`src/rtl/multicycle_control_pkg.sv`:
```
// multicycle_control_pkg: state, opcode/funct and datapath mux-select encodings
// shared by the multicycle MIPS control FSM and its datapath.
package multicycle_control_pkg;

    typedef enum logic [2:0] {
        S_IF   = 3'b000,
        S_ID   = 3'b001,
        S_EXE  = 3'b010,
        S_MEM  = 3'b011,
        S_WB   = 3'b100,
        S_HALT = 3'b111
    } state_e;

    localparam logic [5:0] HALT_OP  = 6'b111111;
    localparam logic [4:0] LINK_REG = 5'd31;

    localparam logic [5:0] OP_RTYPE = 6'b000000;
    localparam logic [5:0] OP_J     = 6'b000010;
    localparam logic [5:0] OP_JAL   = 6'b000011;
    localparam logic [5:0] OP_BEQ   = 6'b000100;
    localparam logic [5:0] OP_ADDI  = 6'b001000;
    localparam logic [5:0] OP_ORI   = 6'b001101;
    localparam logic [5:0] OP_LW    = 6'b100011;
    localparam logic [5:0] OP_SW    = 6'b101011;

    localparam logic [5:0] FN_JR  = 6'b001000;
    localparam logic [5:0] FN_ADD = 6'b100000;
    localparam logic [5:0] FN_SUB = 6'b100010;
    localparam logic [5:0] FN_AND = 6'b100100;
    localparam logic [5:0] FN_OR  = 6'b100101;
    localparam logic [5:0] FN_SLT = 6'b101010;

    localparam logic [1:0] PC_SEQ = 2'b00;
    localparam logic [1:0] PC_BR  = 2'b01;
    localparam logic [1:0] PC_JR  = 2'b10;
    localparam logic [1:0] PC_J   = 2'b11;

    localparam logic [1:0] RD_RT   = 2'b00;
    localparam logic [1:0] RD_RD   = 2'b01;
    localparam logic [1:0] RD_LINK = 2'b10;

    localparam logic [1:0] WD_ALU = 2'b00;
    localparam logic [1:0] WD_MEM = 2'b01;
    localparam logic [1:0] WD_PC4 = 2'b10;

    localparam logic [1:0] SB_REG  = 2'b00;
    localparam logic [1:0] SB_SEXT = 2'b01;
    localparam logic [1:0] SB_ZEXT = 2'b10;

    localparam logic [2:0] ALU_ADD = 3'b000;
    localparam logic [2:0] ALU_SUB = 3'b001;
    localparam logic [2:0] ALU_AND = 3'b010;
    localparam logic [2:0] ALU_OR  = 3'b011;
    localparam logic [2:0] ALU_SLT = 3'b100;

endpackage

```
`src/rtl/multicycle_control_if.sv`:
```
// multicycle_control_if: IR fields and Zero into the controller, enables and
// mux selects out to the datapath.
interface multicycle_control_if;
    logic [5:0] Opcode;
    logic [5:0] Funct;
    logic       Zero;
    logic       PCWrite;
    logic [1:0] PCSrc;
    logic       IRWrite;
    logic       RegWrite;
    logic [1:0] RegDst;
    logic [1:0] WrDataSrc;
    logic [1:0] ALUSrcB;
    logic [2:0] ALUOp;
    logic       MemRead;
    logic       MemWrite;
    logic [2:0] State;

    modport master (
        input  Opcode, Funct, Zero,
        output PCWrite, PCSrc, IRWrite, RegWrite, RegDst, WrDataSrc,
               ALUSrcB, ALUOp, MemRead, MemWrite, State
    );

    modport slave (
        output Opcode, Funct, Zero,
        input  PCWrite, PCSrc, IRWrite, RegWrite, RegDst, WrDataSrc,
               ALUSrcB, ALUOp, MemRead, MemWrite, State
    );
endinterface

```
`src/rtl/multicycle_control_alu_decode.sv`:
```
// multicycle_control_alu_decode: Opcode/Funct -> ALU operation, B-operand select,
// and whether the instruction is one that passes through EXE.
module multicycle_control_alu_decode
    import multicycle_control_pkg::*;
(
    input  logic [5:0] opcode,
    input  logic [5:0] funct,
    output logic [2:0] alu_op,
    output logic [1:0] alu_src_b,
    output logic       legal
);

    always_comb begin
        alu_op    = ALU_ADD;
        alu_src_b = SB_REG;
        legal     = 1'b1;
        case (opcode)
            OP_RTYPE: case (funct)
                FN_ADD:  alu_op = ALU_ADD;
                FN_SUB:  alu_op = ALU_SUB;
                FN_AND:  alu_op = ALU_AND;
                FN_OR:   alu_op = ALU_OR;
                FN_SLT:  alu_op = ALU_SLT;
                default: legal  = 1'b0;
            endcase
            OP_ADDI, OP_LW, OP_SW: alu_src_b = SB_SEXT;
            OP_ORI: begin
                alu_op    = ALU_OR;
                alu_src_b = SB_ZEXT;
            end
            OP_BEQ:  alu_op = ALU_SUB;
            default: legal  = 1'b0;
        endcase
    end

endmodule

```
`src/rtl/multicycle_control.sv`:
```
// multicycle_control: IF/ID/EXE/MEM/WB sequencer for the multicycle MIPS core;
// the state register is the only flop, all outputs decode from it.
module multicycle_control
    import multicycle_control_pkg::*;
(
    input  logic               CLK,
    input  logic               Reset,
    multicycle_control_if.master bus
);

    state_e     state_q, state_d;
    logic [2:0] dec_alu_op;
    logic [1:0] dec_src_b;
    logic       legal;
    logic       pc_write, ir_write, reg_write, mem_read, mem_write;
    logic [1:0] pc_src, reg_dst, wr_data, src_b;
    logic [2:0] alu_op;
    logic       is_r, is_j, is_jal, is_jr, is_beq, is_lw, is_sw, is_halt;

    multicycle_control_alu_decode u_dec (
        .opcode    (bus.Opcode),
        .funct     (bus.Funct),
        .alu_op    (dec_alu_op),
        .alu_src_b (dec_src_b),
        .legal     (legal)
    );

    assign is_r    = bus.Opcode == OP_RTYPE;
    assign is_j    = bus.Opcode == OP_J;
    assign is_jal  = bus.Opcode == OP_JAL;
    assign is_jr   = is_r && bus.Funct == FN_JR;
    assign is_beq  = bus.Opcode == OP_BEQ;
    assign is_lw   = bus.Opcode == OP_LW;
    assign is_sw   = bus.Opcode == OP_SW;
    assign is_halt = bus.Opcode == HALT_OP;

    always_ff @(posedge CLK or negedge Reset)
        if (!Reset) state_q <= S_IF;
        else        state_q <= state_d;

    always_comb begin
        state_d   = S_IF;
        pc_write  = 1'b0;
        pc_src    = PC_SEQ;
        ir_write  = 1'b0;
        reg_write = 1'b0;
        reg_dst   = RD_RT;
        wr_data   = WD_ALU;
        src_b     = SB_REG;
        alu_op    = ALU_ADD;
        mem_read  = 1'b0;
        mem_write = 1'b0;
        case (state_q)
            S_IF: begin
                ir_write = 1'b1;
                state_d  = S_ID;
            end
            // Jumps, jr and undecodable instructions all retire here
            S_ID: begin
                state_d   = is_halt ? S_HALT : legal ? S_EXE : S_IF;
                pc_write  = !is_halt && !legal;
                pc_src    = (is_j || is_jal) ? PC_J : is_jr ? PC_JR : PC_SEQ;
                reg_write = is_jal;
                reg_dst   = is_jal ? RD_LINK : RD_RT;
                wr_data   = is_jal ? WD_PC4 : WD_ALU;
            end
            S_EXE: begin
                alu_op   = dec_alu_op;
                src_b    = dec_src_b;
                pc_write = is_beq;
                pc_src   = (is_beq && bus.Zero) ? PC_BR : PC_SEQ;
                state_d  = is_beq ? S_IF : (is_lw || is_sw) ? S_MEM : S_WB;
            end
            S_MEM: begin
                mem_read  = is_lw;
                mem_write = is_sw;
                pc_write  = is_sw;
                state_d   = is_lw ? S_WB : S_IF;
            end
            S_WB: begin
                reg_write = 1'b1;
                pc_write  = 1'b1;
                reg_dst   = is_r ? RD_RD : RD_RT;
                wr_data   = is_lw ? WD_MEM : WD_ALU;
            end
            S_HALT: state_d = S_HALT;
            default: state_d = S_IF;
        endcase
    end

    // Reset overrides the IF decode so nothing writes while it is held
    assign bus.PCWrite   = Reset & pc_write;
    assign bus.IRWrite   = Reset & ir_write;
    assign bus.RegWrite  = Reset & reg_write;
    assign bus.MemRead   = Reset & mem_read;
    assign bus.MemWrite  = Reset & mem_write;
    assign bus.PCSrc     = Reset ? pc_src  : PC_SEQ;
    assign bus.RegDst    = Reset ? reg_dst : RD_RT;
    assign bus.WrDataSrc = Reset ? wr_data : WD_ALU;
    assign bus.ALUSrcB   = Reset ? src_b   : SB_REG;
    assign bus.ALUOp     = Reset ? alu_op  : ALU_ADD;
    assign bus.State     = state_q;

endmodule

```
`src/flat_wrapper.sv`:
```
// flat-port wrapper written by rule: the top's interface ports become plain ports
module multicycle_control_flat import multicycle_control_pkg::*;
  (CLK, Reset, bus_Opcode, bus_Funct, bus_Zero, bus_PCWrite, bus_PCSrc, bus_IRWrite, bus_RegWrite, bus_RegDst, bus_WrDataSrc, bus_ALUSrcB, bus_ALUOp, bus_MemRead, bus_MemWrite, bus_State);
  multicycle_control_if bus_i ();
  input  logic CLK;
  input  logic Reset;
  input wire logic [$bits(bus_i.Opcode)-1:0] bus_Opcode;
  input wire logic [$bits(bus_i.Funct)-1:0] bus_Funct;
  input wire logic [$bits(bus_i.Zero)-1:0] bus_Zero;
  output wire logic [$bits(bus_i.PCWrite)-1:0] bus_PCWrite;
  output wire logic [$bits(bus_i.PCSrc)-1:0] bus_PCSrc;
  output wire logic [$bits(bus_i.IRWrite)-1:0] bus_IRWrite;
  output wire logic [$bits(bus_i.RegWrite)-1:0] bus_RegWrite;
  output wire logic [$bits(bus_i.RegDst)-1:0] bus_RegDst;
  output wire logic [$bits(bus_i.WrDataSrc)-1:0] bus_WrDataSrc;
  output wire logic [$bits(bus_i.ALUSrcB)-1:0] bus_ALUSrcB;
  output wire logic [$bits(bus_i.ALUOp)-1:0] bus_ALUOp;
  output wire logic [$bits(bus_i.MemRead)-1:0] bus_MemRead;
  output wire logic [$bits(bus_i.MemWrite)-1:0] bus_MemWrite;
  output wire logic [$bits(bus_i.State)-1:0] bus_State;
  assign bus_i.Opcode = bus_Opcode;
  assign bus_i.Funct = bus_Funct;
  assign bus_i.Zero = bus_Zero;
  assign bus_PCWrite = bus_i.PCWrite;
  assign bus_PCSrc = bus_i.PCSrc;
  assign bus_IRWrite = bus_i.IRWrite;
  assign bus_RegWrite = bus_i.RegWrite;
  assign bus_RegDst = bus_i.RegDst;
  assign bus_WrDataSrc = bus_i.WrDataSrc;
  assign bus_ALUSrcB = bus_i.ALUSrcB;
  assign bus_ALUOp = bus_i.ALUOp;
  assign bus_MemRead = bus_i.MemRead;
  assign bus_MemWrite = bus_i.MemWrite;
  assign bus_State = bus_i.State;
  multicycle_control u_core (.CLK(CLK), .Reset(Reset), .bus(bus_i));
endmodule
```
`config.mk`:
```
export PLATFORM = sky130hd
export DESIGN_NAME = multicycle_control_flat
export DESIGN_NICKNAME = d
export VERILOG_FILES = /design/src/rtl/multicycle_control_pkg.sv /design/src/rtl/multicycle_control_if.sv /design/src/rtl/multicycle_control_alu_decode.sv /design/src/rtl/multicycle_control.sv /design/src/flat_wrapper.sv
export SDC_FILE = /design/constraint.sdc
export NUM_CORES = 1
export LEC_CHECK = 0
export BUFFER_PORTS_ARGS = -buffer_cell sky130_fd_sc_hd__buf_4
export CAP_MARGIN = 30
export CORE_MARGIN = 2
export CORE_UTILIZATION = 47
export DETAILED_ROUTE_END_ITERATION = 10
export PLACE_DENSITY = 0.95
export RECOVER_POWER = 100
export SLEW_MARGIN = 10
export SYNTH_ARGS = -nofsm -noshare
export SYNTH_HDL_FRONTEND = slang
export SYNTH_SLANG_ARGS = --single-unit
export TNS_END_PERCENT = 20
```
`constraint.sdc`:
```
create_clock -name CLK -period 2.85 [get_ports CLK]
set_input_delay 0.57 -clock CLK [delete_from_list [all_inputs] [get_ports CLK]]
set_output_delay 0.57 -clock CLK [all_outputs]
set_load 0.005 [all_outputs]
```
Word-level counts from Yosys, hierarchy flattened:

Index checks and enable logic that the tools add are counted.

* flip-flop bits (word level): 3
* bits of input ports: 15
* output and inout port bits: 19
* word-level logic and storage cells: 69

* equal/unequal tests: 19
* muxes and demuxes: 32
* bitwise gates (word level): 5
* reductions and logical operators: 12

Operators with widths (number)
* 6-bit equality test, second input constant: 8
* 6-bit by 4-bit equality test with 1-bit output, second input constant: 3
* 2-bit two-way mux: 9
* 3-bit two-way mux: 6
* 2-bit one-hot mux with 2 select lines: 4
* 3-bit one-hot mux with 5 select lines: 1
* 6-bit by 2-bit equality test with 1-bit output, second input constant: 2
* 3-bit one-hot mux with 4 select lines: 1
* 5-bit OR reduction: 2
* 3-bit one-hot mux with 3 select lines: 1
* 1-bit two-way mux: 7
* 3-bit by 2-bit equality test with 1-bit output, second input constant: 2
* 3-bit equality test, second input constant: 2
* 6-bit by 3-bit equality test with 1-bit output, second input constant: 1
* 6-bit zero test: 1
* 1-bit bitwise AND: 5
* 1-bit one-hot mux with 2 select lines: 2
* 1-bit one-hot mux with 4 select lines: 1
* 3-bit by 1-bit equality test with 1-bit output, second input constant: 1
* 1-bit logical AND: 3
* 3-bit zero test: 1
* 3-bit OR reduction: 1
* 1-bit zero test: 2
* 1-bit logical OR: 2

Logic depth before layout (Yosys ltp):

* depth in word-level cells: 8
* gate-level depth with buffers: 6

By module:

From an unflattened synthesis, not the netlist that was laid out.

* cell total of the unflattened synthesis: 92
* area, all modules: 658.1 µm²

By module, submodules not included
* multicycle_control: instances 1, cells each 68, area an instance 451.7 µm²
* multicycle_control_alu_decode: instances 1, cells each 24, area an instance 206.4 µm²

Least setup slack after synthesis:

Ideal clock, no wire load.

* kind: input to output
* from: input bus_Opcode[4]
* to: output bus_PCWrite
* arrival: 1731 ps
* slack: 549 ps
* stages on the path: 6
* cell sequence: buf_6 -> nor3_4 -> nand3b_4 -> a2111oi_4 -> nor4_1 -> o311a_1

* longest elaborated chain between the ends: 7
* elaborated cells on any way between the ends: 14
* those cells by class: eq/ne (6); mux (2); bitwise (1); reduce/logical (5)

RTL lines
* start: declaration: RTL line flat_wrapper.sv:7 `input wire logic [$bits(bus_i.Opcode)-1:0] bus_Opcode;`
* 6-bit by 4-bit equality test with 1-bit output, or another cell as far along: RTL line multicycle_control_alu_decode.sv:17 `case (opcode)`
* 5-bit OR reduction (no source line)
* 1-bit one-hot mux with 2 select lines: RTL line multicycle_control_alu_decode.sv:17
* 1-bit zero test: RTL line multicycle_control.sv:61 `pc_write = !is_halt && !legal;`
* 1-bit logical AND: RTL line multicycle_control.sv:61
* 1-bit one-hot mux with 4 select lines *: RTL line multicycle_control.sv:53 `case (state_q)`
* 1-bit bitwise AND *: RTL line multicycle_control.sv:92 `assign bus.PCWrite = Reset & pc_write;`
* end: declaration: RTL line flat_wrapper.sv:10 `output wire logic [$bits(bus_i.PCWrite)-1:0] bus_PCWrite;`

Mark *: on every way between the ends. The rest lies on a longest branch, timed or not.

Worst setup path after layout:

* from: input bus_Opcode[0]
* to: output bus_PCWrite

The elaborated chain is that of the path after synthesis.

==> run metrics <==
endpoints failing hold=0; most frequent cell after synthesis=nor2_1; cell area after synthesis=between 600 and 700 um^2; I/O Pins=34; Inserted Diodes=0; slowest CP cell=nor4b_1; Layout Nets=140; Ys Warns=0; Achievable Freq=about 0.38 GHz; Antenna Violating Nets Remaining=0; Post-synth top cells=nor2_1 (11), nand2_1 (7), nor3_1 (7), nand3_1 (6); total grt overflow=0; Slew @ Worst Pin=0.508 ns; Fin Clk Skew=0.00311 ns; maximum number of pins on one net before global-route repair=14; peak supply drop=a little over 0.0003 V; Post-CTS Hold Buffers=0; Clk pwr share=about 44%; max FFs per register=3; Worst Path Arrival=2.08 ns; cells taking the most area after synthesis=dfrtp_1 (12%), nor2_1 (6.3%), nor3_1 (5.4%); Syn Inst Count=94; synthesized flop and latch total=3; PostCTS Resize Cnt=0; core box area=between 1000 and 1500 um^2; sw frac=30.7%; die height=41.2 um; Power Density=191 nW/um^2; Seq pwr share=25.2%; Max Slew Vio Count=0; syn_area_per_cell=roughly 6.9 um^2; Finished Layout Cells=139; Die ar.=1700 um^2; Int Power=between 0.0001 and 0.00015 W; vias=842; fin crit period=2.65 ns; critical path capture point type=output port; Slowest Stage Delay on Critical Path=0.48 ns; Die W=41.2 um; Skew-Pair Late Insertion Delay=around 0.24 ns; max_cap viols=0; cells along the critical path=clkbuf_1, nor2_1, nor4b_1, nor4_1, o311a_1, buf_4; DR WL/cell=~14 um; leading area contributor after synthesis=dfrtp_1; Vias/cell=about 6.1; first-pass GRT wire length=2.86 mm; Tightest Hold Check Type=in2async; RSZ-0062 raised after global routing=false; Area Growth Syn to Fin=36.7%; Cell Rows=13; status=finished clean; fraction of registers with async set or reset after synthesis=100%; GRT Util Overall=25.4%; Leak=between 0.3 and 0.4 nW; power share of the combinational group=30.6%; period utilization=92.9%; Reg clk slew, reported paths=0.04 ns; TNS Setup=0 ns; Root Buffer=clkbuf_4; relative slew slack=65.6%; Yosys top cell area share=11.5%; Total Routed Length=between 1.5 and 2 mm; post-synthesis cell type count=41; Final HPWL DP=1.46 mm; initial antenna violation count=0; Port Buf Inserts=33; register area share after synthesis=roughly 12%; Clock Tree Buf Depth=2; Mapped Nets=109; CTS H-tree depth=1; cts bufs inserted=3; gpl congestion=0.885; Net Sw Power=roughly 0.000052 W; CTS tree=yes; Crit path required time=2.28 ns; DRT Pass-1 Iters=4; clock sinks=3; postcts setup bufs=0; vias in the first global route=roughly 640; cell family with most CP delay=simple AND/OR/NAND/NOR gates; layout cells sized above 1=a little under a third; Setup crit start kind=primary input; DRC Markers=0; placed cells=approximately 140; Setup CP Type=in2out; number of synthesized flops with an enable pin=0; CP Max Fanout=7; top_reg_cell synth=dfrtp_1; Final Setup Violations=0; 1st-iter DRT viols=32; critical path buffer and inverter count=2; initial core utilization=about 50%; reg-to-reg slack, setup=1.11 ns
-- routing by layer --
layer / share of wire (%) / routed length (um) / track usage, % / vias to the layer above
li1: - / - / - / 410
met5: 0 / 0 / 0 / -
met4: 0.11 / 2 / 2.42 / 0
met2: 49 / 923 / 43.4 / 46
met1: 41 / 778 / 34.0 / 384
met3: 9.5 / 180 / 4.89 / 2
-- cell type report --
class	instances	area, um^2
Tap cell	15	18.8
Inverter	5	18.8
Timing Repair Buffer	34	244
Sequential cell	3	75.1
Fill cell	111	412
Clock buffer	4	26.3
Multi-Input combinational cell	78	507
-- worst paths after layout --
kind,from,to,depth (start not counted)
worst max-delay path,bus_Opcode[0],bus_PCWrite,6
min in group CLK,u_core.bus.State[2]$_DFF_PN0_,u_core.bus.State[2]$_DFF_PN0_,1
max in group asynchronous,Reset,u_core.bus.State[2]$_DFF_PN0_,1
worst min-delay path,Reset,u_core.bus.State[1]$_DFF_PN0_,1
worst max register to register,u_core.bus.State[1]$_DFF_PN0_,u_core.bus.State[2]$_DFF_PN0_,6
worst min register to register,u_core.bus.State[2]$_DFF_PN0_,u_core.bus.State[2]$_DFF_PN0_,1
-- power by group through the flow --
| stage | registers [W] | logic (W) | clock network [W] |
|---|---|---|---|
| floorplan | 0.0000434 | 0.0000291 | 0 |
| global placement | 0.0000434 | 0.0000513 | 0 |
| detailed placement | 0.0000434 | 0.0000533 | 0 |
| CTS | 0.0000429 | 0.0000533 | 0.0000764 |
| global route | 0.0000428 | 0.0000573 | 0.0000828 |
| finish | 0.0000429 | 0.0000520 | 0.0000749 |
-- cells in the final DEF (no fill, tap or decap), types with 2 or more instances in the layout --
| cell type | n |
|---|---|
| buf_4 | 23 |
| nand3b_1 | 2 |
| nand2_1 | 7 |
| clkbuf_1 | 4 |
| nor4_1 | 4 |
| xnor2_1 | 2 |
| nand2b_1 | 2 |
| a32oi_1 | 2 |
| nor3_1 | 7 |
| dfrtp_1 | 3 |
| nand3_1 | 6 |
| inv_1 | 5 |
| or3_1 | 2 |
| or4_1 | 2 |
| clkbuf_4 | 11 |
| o21ai_0 | 7 |
| nor2b_1 | 2 |
| nor2_1 | 12 |
-- worst reg2reg max path: cells and delay by family (launching register included) --
family | cells | cell delay, ns
buffers and inverters | 2 | 0.57
DFF | 1 | 0.33
and+or+nand+nor | 1 | 0.42
AOI/OAI and AO/OA | 3 | 0.34
-- kinds of logic after synthesis --
logic type	after synthesis	share of synthesized area, %
compound gates	20	24.6
xor+xnor	2	2.69
buf+inv	13	10.2
flops	3	11.5
mux	1	1.73
simple gates	55	49.2
-- metrics by stage --
step           utilization [%]  area [um^2]  total power, W  worst slack [ns]  hold WS (ns)
2_1_floorplan                -          651       0.0000725             0.549         0.274
6_report                  68.4          890        0.000170             0.204         0.197
3_5_place_dp              67.4          877       0.0000966             0.332         0.377
5_1_grt                   68.4          890        0.000183            0.0855         0.203
3_3_place_gp              67.4          877       0.0000947             0.352         0.374
4_1_cts                   69.4          903        0.000173             0.252         0.129
No activity file was read; power rests on OpenSTA's default activity.
